File: src/rtl/bomb_timer.sv
`default_nettype none
// +----------------------------------------------------------------------------+
// | Module   : bomb_timer                                                      |
// | Purpose  : Multi-digit BCD countdown timer with arm/pause/defuse/reload,   |
// |            active-low 7-segment outputs and a BOOM LED bank.              |
// | Option   : BOMB_BLINK_EN - LED bank blinks every BLINK_DIV cycles in BOOM  |
// | Revision : 1.0  initial release                                            |
// +----------------------------------------------------------------------------+
module bomb_timer #(
    parameter int DIGITS    = 2,
    parameter int TICK_DIV  = 50000000,
    parameter int LED_W     = 16,
    parameter int BLINK_DIV = 12500000
) (
    input  logic                  CLOCK_50,
    input  logic                  RESET_N,
    input  logic                  load,
    input  logic                  arm,
    input  logic                  pause,
    input  logic                  defuse,
    input  logic [4*DIGITS-1:0]   start_val,
    output logic [4*DIGITS-1:0]   count,
    output logic [7*DIGITS-1:0]   hex,
    output logic [LED_W-1:0]      LEDR,
    output logic [1:0]            state,
    output logic                  tick
);

    typedef enum logic [1:0] {
        ST_IDLE = 2'b00,
        ST_RUN  = 2'b01,
        ST_SAFE = 2'b10,
        ST_BOOM = 2'b11
    } state_t;

    localparam int                 PRESC_W   = (TICK_DIV > 2) ? $clog2(TICK_DIV) : 1;
    localparam logic [PRESC_W-1:0] PRESC_MAX = PRESC_W'(TICK_DIV - 1);

    if (DIGITS < 1 || DIGITS > 4 || TICK_DIV < 2 || BLINK_DIV < 1) begin : g_param_err
        $error("bomb_timer: illegal parameter value");
    end

    state_t                state_q, state_d;
    logic [4*DIGITS-1:0]   count_q, count_d;
    logic [PRESC_W-1:0]    presc_q, presc_d;
    logic                  tick_q, tick_d;
    logic [LED_W-1:0]      ledr_q, ledr_d;

    logic [4*DIGITS-1:0]   load_val;
    logic [4*DIGITS-1:0]   dec_val;
    logic                  count_zero;
    logic                  dec_zero;
    logic                  presc_wrap;

    // Per-digit clamp, BCD borrow decrement and segment decode. A digit borrows
    // exactly when every lower digit is zero, so no ripple chain is needed.
    for (genvar i = 0; i < DIGITS; i++) begin : g_digit
        logic [3:0] sv_dig;
        logic [3:0] cnt_dig;
        logic       brw;
        logic [6:0] seg;

        assign sv_dig  = start_val[4*i +: 4];
        assign cnt_dig = count_q[4*i +: 4];
        assign load_val[4*i +: 4] = (sv_dig > 4'd9) ? 4'd9 : sv_dig;

        if (i == 0) begin : g_lsd
            assign brw = 1'b1;
        end else begin : g_upper
            assign brw = (count_q[4*i-1:0] == '0);
        end

        assign dec_val[4*i +: 4] = !brw              ? cnt_dig :
                                   (cnt_dig == 4'd0) ? 4'd9    :
                                                       cnt_dig - 4'd1;

        // Segment order {g,f,e,d,c,b,a}, 0 = lit
        always_comb begin
            case (cnt_dig)
                4'd0:    seg = 7'b1000000;
                4'd1:    seg = 7'b1111001;
                4'd2:    seg = 7'b0100100;
                4'd3:    seg = 7'b0110000;
                4'd4:    seg = 7'b0011001;
                4'd5:    seg = 7'b0010010;
                4'd6:    seg = 7'b0000010;
                4'd7:    seg = 7'b1111000;
                4'd8:    seg = 7'b0000000;
                4'd9:    seg = 7'b0010000;
                default: seg = 7'b1111111;
            endcase
        end

        assign hex[7*i +: 7] = seg;
    end

    assign count_zero = (count_q == '0);
    assign dec_zero   = (dec_val == '0);
    assign presc_wrap = (presc_q == PRESC_MAX);

    // Priority: load > defuse > tick/decrement > arm
    always_comb begin
        state_d = state_q;
        count_d = count_q;
        presc_d = presc_q;
        tick_d  = 1'b0;
        if (load) begin
            state_d = ST_IDLE;
            count_d = load_val;
            presc_d = '0;
        end else begin
            case (state_q)
                ST_IDLE: begin
                    if (arm) begin
                        state_d = count_zero ? ST_BOOM : ST_RUN;
                        presc_d = '0;
                    end
                end
                ST_RUN: begin
                    if (defuse) begin
                        state_d = ST_SAFE;
                        presc_d = '0;
                    end else if (!pause) begin
                        if (presc_wrap) begin
                            presc_d = '0;
                            tick_d  = 1'b1;
                            count_d = dec_val;
                            if (dec_zero) begin
                                state_d = ST_BOOM;
                            end
                        end else begin
                            presc_d = presc_q + PRESC_W'(1);
                        end
                    end
                end
                default: begin
                end
            endcase
        end
    end

    always_ff @(posedge CLOCK_50 or negedge RESET_N) begin
        if (!RESET_N) begin
            state_q <= ST_IDLE;
            count_q <= '0;
            presc_q <= '0;
            tick_q  <= 1'b0;
            ledr_q  <= '0;
        end else begin
            state_q <= state_d;
            count_q <= count_d;
            presc_q <= presc_d;
            tick_q  <= tick_d;
            ledr_q  <= ledr_d;
        end
    end

`ifdef BOMB_BLINK_EN
    localparam int                 BLINK_W   = (BLINK_DIV > 2) ? $clog2(BLINK_DIV) : 1;
    localparam logic [BLINK_W-1:0] BLINK_MAX = BLINK_W'(BLINK_DIV - 1);

    logic [BLINK_W-1:0] blink_cnt_q, blink_cnt_d;
    logic               blink_on_q, blink_on_d;

    // Phase starts lit so the first BOOM cycle shows all-1.
    always_comb begin
        blink_cnt_d = '0;
        blink_on_d  = 1'b1;
        ledr_d      = '0;
        if (state_q == ST_BOOM) begin
            ledr_d = blink_on_q ? {LED_W{1'b1}} : {LED_W{1'b0}};
            if (blink_cnt_q == BLINK_MAX) begin
                blink_cnt_d = '0;
                blink_on_d  = ~blink_on_q;
            end else begin
                blink_cnt_d = blink_cnt_q + BLINK_W'(1);
                blink_on_d  = blink_on_q;
            end
        end
    end

    always_ff @(posedge CLOCK_50 or negedge RESET_N) begin
        if (!RESET_N) begin
            blink_cnt_q <= '0;
            blink_on_q  <= 1'b1;
        end else begin
            blink_cnt_q <= blink_cnt_d;
            blink_on_q  <= blink_on_d;
        end
    end
`else
    always_comb begin
        ledr_d = (state_q == ST_BOOM) ? {LED_W{1'b1}} : {LED_W{1'b0}};
    end
`endif

    assign count = count_q;
    assign LEDR  = ledr_q;
    assign state = state_q;
    assign tick  = tick_q;

endmodule
`default_nettype wire

File: config.mk
export PLATFORM = sky130hd
export DESIGN_NAME = bomb_timer
export DESIGN_NICKNAME = d
export VERILOG_FILES = /design/src/rtl/bomb_timer.sv
export SDC_FILE = /design/constraint.sdc
export NUM_CORES = 1
export LEC_CHECK = 0
export CELL_PAD_IN_SITES_DETAIL_PLACEMENT = 0
export CELL_PAD_IN_SITES_GLOBAL_PLACEMENT = 1
export CORE_UTILIZATION = 42
export DETAILED_ROUTE_END_ITERATION = 12
export GPL_TIMING_DRIVEN = 1
export HOLD_SLACK_MARGIN = 0.02
export PLACE_DENSITY_LB_ADDON = 0.1
export SKIP_LAST_GASP = 1
export SLEW_MARGIN = 20
export SYNTH_ARGS = -nofsm -noshare
export SYNTH_HDL_FRONTEND = slang
export SYNTH_SLANG_ARGS = --single-unit
File: constraint.sdc
create_clock -name CLOCK_50 -period 7.1 [get_ports CLOCK_50]
set_clock_uncertainty 0.05 [all_clocks]
set_input_delay 0.71 -clock CLOCK_50 [delete_from_list [all_inputs] [get_ports CLOCK_50]]
set_output_delay 0.71 -clock CLOCK_50 [all_outputs]
set_load 0.02 [all_outputs]
======== Word-level counts from Yosys, hierarchy flattened ========
Memories as Yosys holds them, arrays and structs flattened.
Cells that the tools add are included.
word-level totals
  register bits after elaboration ......... 53
  input port bits ......................... 14
  output and inout port bits .............. 41
  memory bits (read-only) ................. 224
  memories kept ........................... 2
  latch bits .............................. 0
  logic and storage cells ................. 62
  memory bits (writable) .................. 0
memories
  name             words  width  rd ports  clocked after memory_dff  write ports  RTL line  RTL
  (no name shown)  16     7      1         0                         0            79        case (cnt_dig)
  (no name shown)  16     7      1         0                         0            79
operators by class
  eq/ne operators ......................... 9
  add/subtract/negate cells ............... 3
  divide/modulo/power cells ............... 0
  shift-type cells ........................ 0
  multiply operators ...................... 0
  bitwise operators ....................... 0
  $lt $le $gt $ge ......................... 2
  multiplexer cells ....................... 30
  reduce and logical (&&, ||, !) cells .... 11
operator list
  kind                                              count
  two-way mux 26 bit                                5
  case mux 26 bit (2 select lines)                  1
  two-way mux 8 bit                                 5
  adder 26 x 1 -> 26 bit, second input constant     1
  == test 26 bit, second input constant             1
  two-way mux 4 bit                                 5
  logical NOT 8 bit                                 2
  two-way mux 16 bit                                1
  two-way mux 2 bit                                 7
  != test 4 bit, second input constant              3
  > comparator 4 bit, second input constant         2
  logical NOT 4 bit                                 2
  subtractor 4 x 1 -> 4 bit, second input constant  2
  two-way mux 1 bit                                 5
  AND reduction 5 bit                               1
  != test 2 bit, second input constant              2
  case mux 2 bit (2 select lines)                   1
  AND reduction 4 bit                               1
  nonzero test 2 bit                                2
  != test 3 bit, second input constant              1
  AND reduction 3 bit                               1
  nonzero test 3 bit                                1
  == test 2 x 1 -> 1 bit, second input constant     1
  == test 2 bit, second input constant              1
  logical NOT 2 bit                                 1

======== Depth between registers and ports, before layout ========
  depth in word-level cells ............... 10
  mapped depth ............................ 9
  depth with buffers taken out ............ 8

======== Worst setup path after synthesis ========
OpenSTA, ideal clock, no wires.
  path type ............................... input to register
  start point ............................. input defuse
  end point ............................... register count_q[4] (netlist: count[4])
  data required time ...................... 6.955 ns
  library setup time ...................... 0.095 ns
  arrival ................................. 2.455 ns
  slack ................................... 4.500 ns
  buffers on the path ..................... 1
  cell stages on the path ................. 6
  cell sequence ........................... or3b_2 or2_2 or4_4 buf_6 o21a_1 o31ai_1
between the ends
  cells in the longest elaborated chain, start to end .. 2
RTL lines
  item                                  RTL line  RTL
  start, declared                       20        input logic defuse,
  != test 2 bit (no source line)        --
  AND reduction 4 bit (no source line)  --
  end signal, assigned                  151       count_q <= count_d;
  end, declared                         44        logic [4*DIGITS-1:0] count_q, count_d;
No other way between the ends.
A chain may end at the register's enable or synchronous reset.

======== Final worst setup path ========
  start point ............................. register count_q[5] (netlist: count[5])
  end point ............................... output hex[10]
between the ends
  cells in the longest elaborated chain, start to end .. 1
RTL lines
  item                      RTL line  RTL
  memory read (16 x 7 bit)  --
  end, declared             23        output logic [7*DIGITS-1:0] hex,
No other way between the ends.

==> flow_summary.yaml <==
detailed_routing:
  drt-vias-per-instance: 5.903
  drcViolationCount: 0
  via_count: 2910
  routed_wirelength_um: 8214
  drt_pre_antenna_iters: 5
  wl_per_cell_um: 16.66
  drt_iter0_markers: 163
  drt.antenna.violating_nets: 0
critical_path:
  critPathCaptureType: "output pin"
  r2r.worst_path.cells: 6
  timing.critical_path.from_type: "register"
  worstPathRequired_ns: 6.34
  arrival_time_at_the_worst_endpoint_ns: 2.31
  worst-setup-path-type: "register to output pin"
  critical_path.startpoint: "count[5]"
  critical_path_peak_fanout: 7
  timing.rr.start: "presc_q[0]"
grt:
  grt_start_max_net_pins: 39
  aggregate_global_route_resource_usage_pct: 23.55
  grt_remaining_overflow: 0
  antenna_found_initial: 0
  first_pass_grt_wire_length_um: 13670
  vias_in_the_first_global_route: 2688
min_path:
  whs_path_depth: 1
  min-delay-start: "presc_q[4]"
  hold_class: "register to register"
pwr:
  p_leak_uw: 0.001366
  max-vdd-ir-drop_uv: 88.96
  pwr_per_cell_area_nw_per_um2: 163.8
clock_network:
  clk_path_buf_depth: 2
  cts-root-buf: "sky130_fd_sc_hd__clkbuf_8"
  cts_max_level: 2
  total_of_cells_resized_after_clock_tree_synthesis: 0
  worst_path_clk_slew_ns: 0.07
  cts_inserted_buffers: 5
  cts_tree: "yes"
  worst_skew_pair.late_latency_ns: 0.29
  cts_setup_buffers: 0
  cts_hold_repair.buffers: 0
  cts_num_sinks: 38
finish:
  layout-drive-gt1-share_pct: 5.793
  finalNonFillerCells: 493
  area.growth.synth_to_final_pct: 19.48
  num_antenna_cells: 0
  finalNetCount: 421
synthesis:
  synthesis.instances: 370
  ys_seq_area_share_pct: 32.26
  syn_area_per_cell_um2: 7.967
  synth_area_leaders: "sky130_fd_sc_hd__dfrtp_1 32%, sky130_fd_sc_hd__a31oi_1 5.7%, sky130_fd_sc_hd__ha_1 4.7%"
  post_synthesis_sequential_element_count: 38
  edff_count_synth: 0
  ys_async_sr_fraction_pct: 100.0
  mappedNetlistArea_um2: 2948
  dominantRegCellSynth: "sky130_fd_sc_hd__dfrtp_1"
  synth.largest_area_cell: "sky130_fd_sc_hd__dfrtp_1"
  synth.distinct_cells: 54
  synth_largest_type_area_fraction_pct: 32.26
  syn_nets: 395
  yosysMostFrequentCell: "sky130_fd_sc_hd__dfrtp_1"
  synth-warning-count: 0
  netlist_top_cells_count: "38 x sky130_fd_sc_hd__dfrtp_1, 28 x sky130_fd_sc_hd__nand2_1, 27 x sky130_fd_sc_hd__a31oi_1, 26 x sky130_fd_sc_hd__inv_1, 26 x sky130_fd_sc_hd__nor2_1"
sta:
  final-hold-violation-count: 0
  report.final.setup_viol: 0
  tns_ns: 0
  period_minus_slack_ns: 3.068
  max_slew_margin_pct: 39.28
  rsz0062_at_grt: "false"
  slew_of_the_pin_with_the_lowest_slew_margin_ns: 0.9107
  report.final.slew_viol_count: 0
  min_period_over_period_pct: 43.21
  max_freq_ghz: 0.3259
floorplanning:
  core_region_area_um2: 6794
  design.die.area_um2: 7357
  placement_rows: 30
  floorplan.initialDensity_pct: 43.39
  die_h_um: 85.78
  floorplan.die.width_um: 85.78
  io_pins: 55
placement:
  port-buffer-count: 54
  gpl.final_weighted_congestion: 0.8461
  dp.cells: 485
  dp.final_hpwl_um: 5720
job:
  maxCapViolCount: 0
run_status:
  status: "finished, final reports clean"
==> cell type report <==
cell class,instances,area (um^2)
Timing Repair Buffer,55,543.0
Fill cell,660,3272
Multi-Input combinational cell,270,1700
Clock buffer,8,110.1
Sequential cell,38,950.9
Tap cell,96,120.1
Inverter,26,97.59
==> report_power, final <==
group	leakage (uW)	switching, uW	internal, uW
registers	0.000514	15.7	222
logic	0.000794	88.9	73.7
clock network	0.0000575	78.7	98.1
total	0.00137	183	394
==> cell usage in the layout, fill, tap and decap left out, types with 15 or more instances in the layout <==
cell type	n
sky130_fd_sc_hd__o21ai_0	24
sky130_fd_sc_hd__nand2_1	28
sky130_fd_sc_hd__nand4_1	19
sky130_fd_sc_hd__nor2_1	25
sky130_fd_sc_hd__a21oi_1	16
sky130_fd_sc_hd__nand3_1	15
sky130_fd_sc_hd__dfrtp_1	38
sky130_fd_sc_hd__a31oi_1	27
sky130_fd_sc_hd__clkdlybuf4s50_1	53
sky130_fd_sc_hd__inv_1	26
==> stage by stage <==
stage / hold slack [ns] / area (um^2) / worst slack, ns / util (%) / total power [uW]
2_1_floorplan: 0.3644 / 2948 / 4.500 / - / 336.0
3_3_place_gp: 0.4472 / 3405 / 3.894 / 50.11 / 404.6
3_5_place_dp: 0.4611 / 3405 / 3.785 / 50.11 / 404.2
5_1_grt: 0.4963 / 3522 / 3.822 / 51.84 / 608.2
4_1_cts: 0.4746 / 3515 / 4.023 / 51.73 / 585.3
6_report: 0.4646 / 3522 / 4.032 / 51.84 / 576.8
==> worst paths after layout <==
check                      slack [ns]          end
setup / recovery                 4.03      hex[10]
hold / removal                   0.46   presc_q[4]
setup reg to reg                 4.23  presc_q[23]
hold reg to reg                  0.46   presc_q[4]
max in group asynchronous        5.93  presc_q[15]
min in group asynchronous        0.48         tick
==> layer usage <==
layer	global-route usage, %	routed length [um]	vias up
li1	-	-	1421
met1	30.38	3608	1382
met2	40.87	4028	97
met3	3.369	464	10
met4	7.273	112	0
met5	0	0	-
==> state kept, by name, indices dropped and copies added, names as in the netlist <==
signal   flops
LEDR         1
count        8
presc_q     26
state        2
tick         1
==> logic make-up after synthesis <==
| family | Yosys count | synth area share [%] |
|---|---|---|
| flops | 38 | 32.26 |
| fa+ha+maj | 11 | 4.669 |
| buf+inv | 62 | 10.31 |
| xor+xnor | 2 | 0.5943 |
| compound gates | 103 | 22.45 |
| simple gates | 149 | 28.01 |
| mux | 5 | 1.698 |
==> worst max-delay path: stages, from the launching register on <==
cell	delay [ns]
sky130_fd_sc_hd__dfrtp_1	0.50
sky130_fd_sc_hd__inv_1	0.21
sky130_fd_sc_hd__ha_1	0.22
sky130_fd_sc_hd__or2_2	0.26
sky130_fd_sc_hd__a21oi_1	0.20
sky130_fd_sc_hd__a31oi_1	0.06
sky130_fd_sc_hd__clkdlybuf4s50_1	0.57
(Power assumes the default switching activity.)
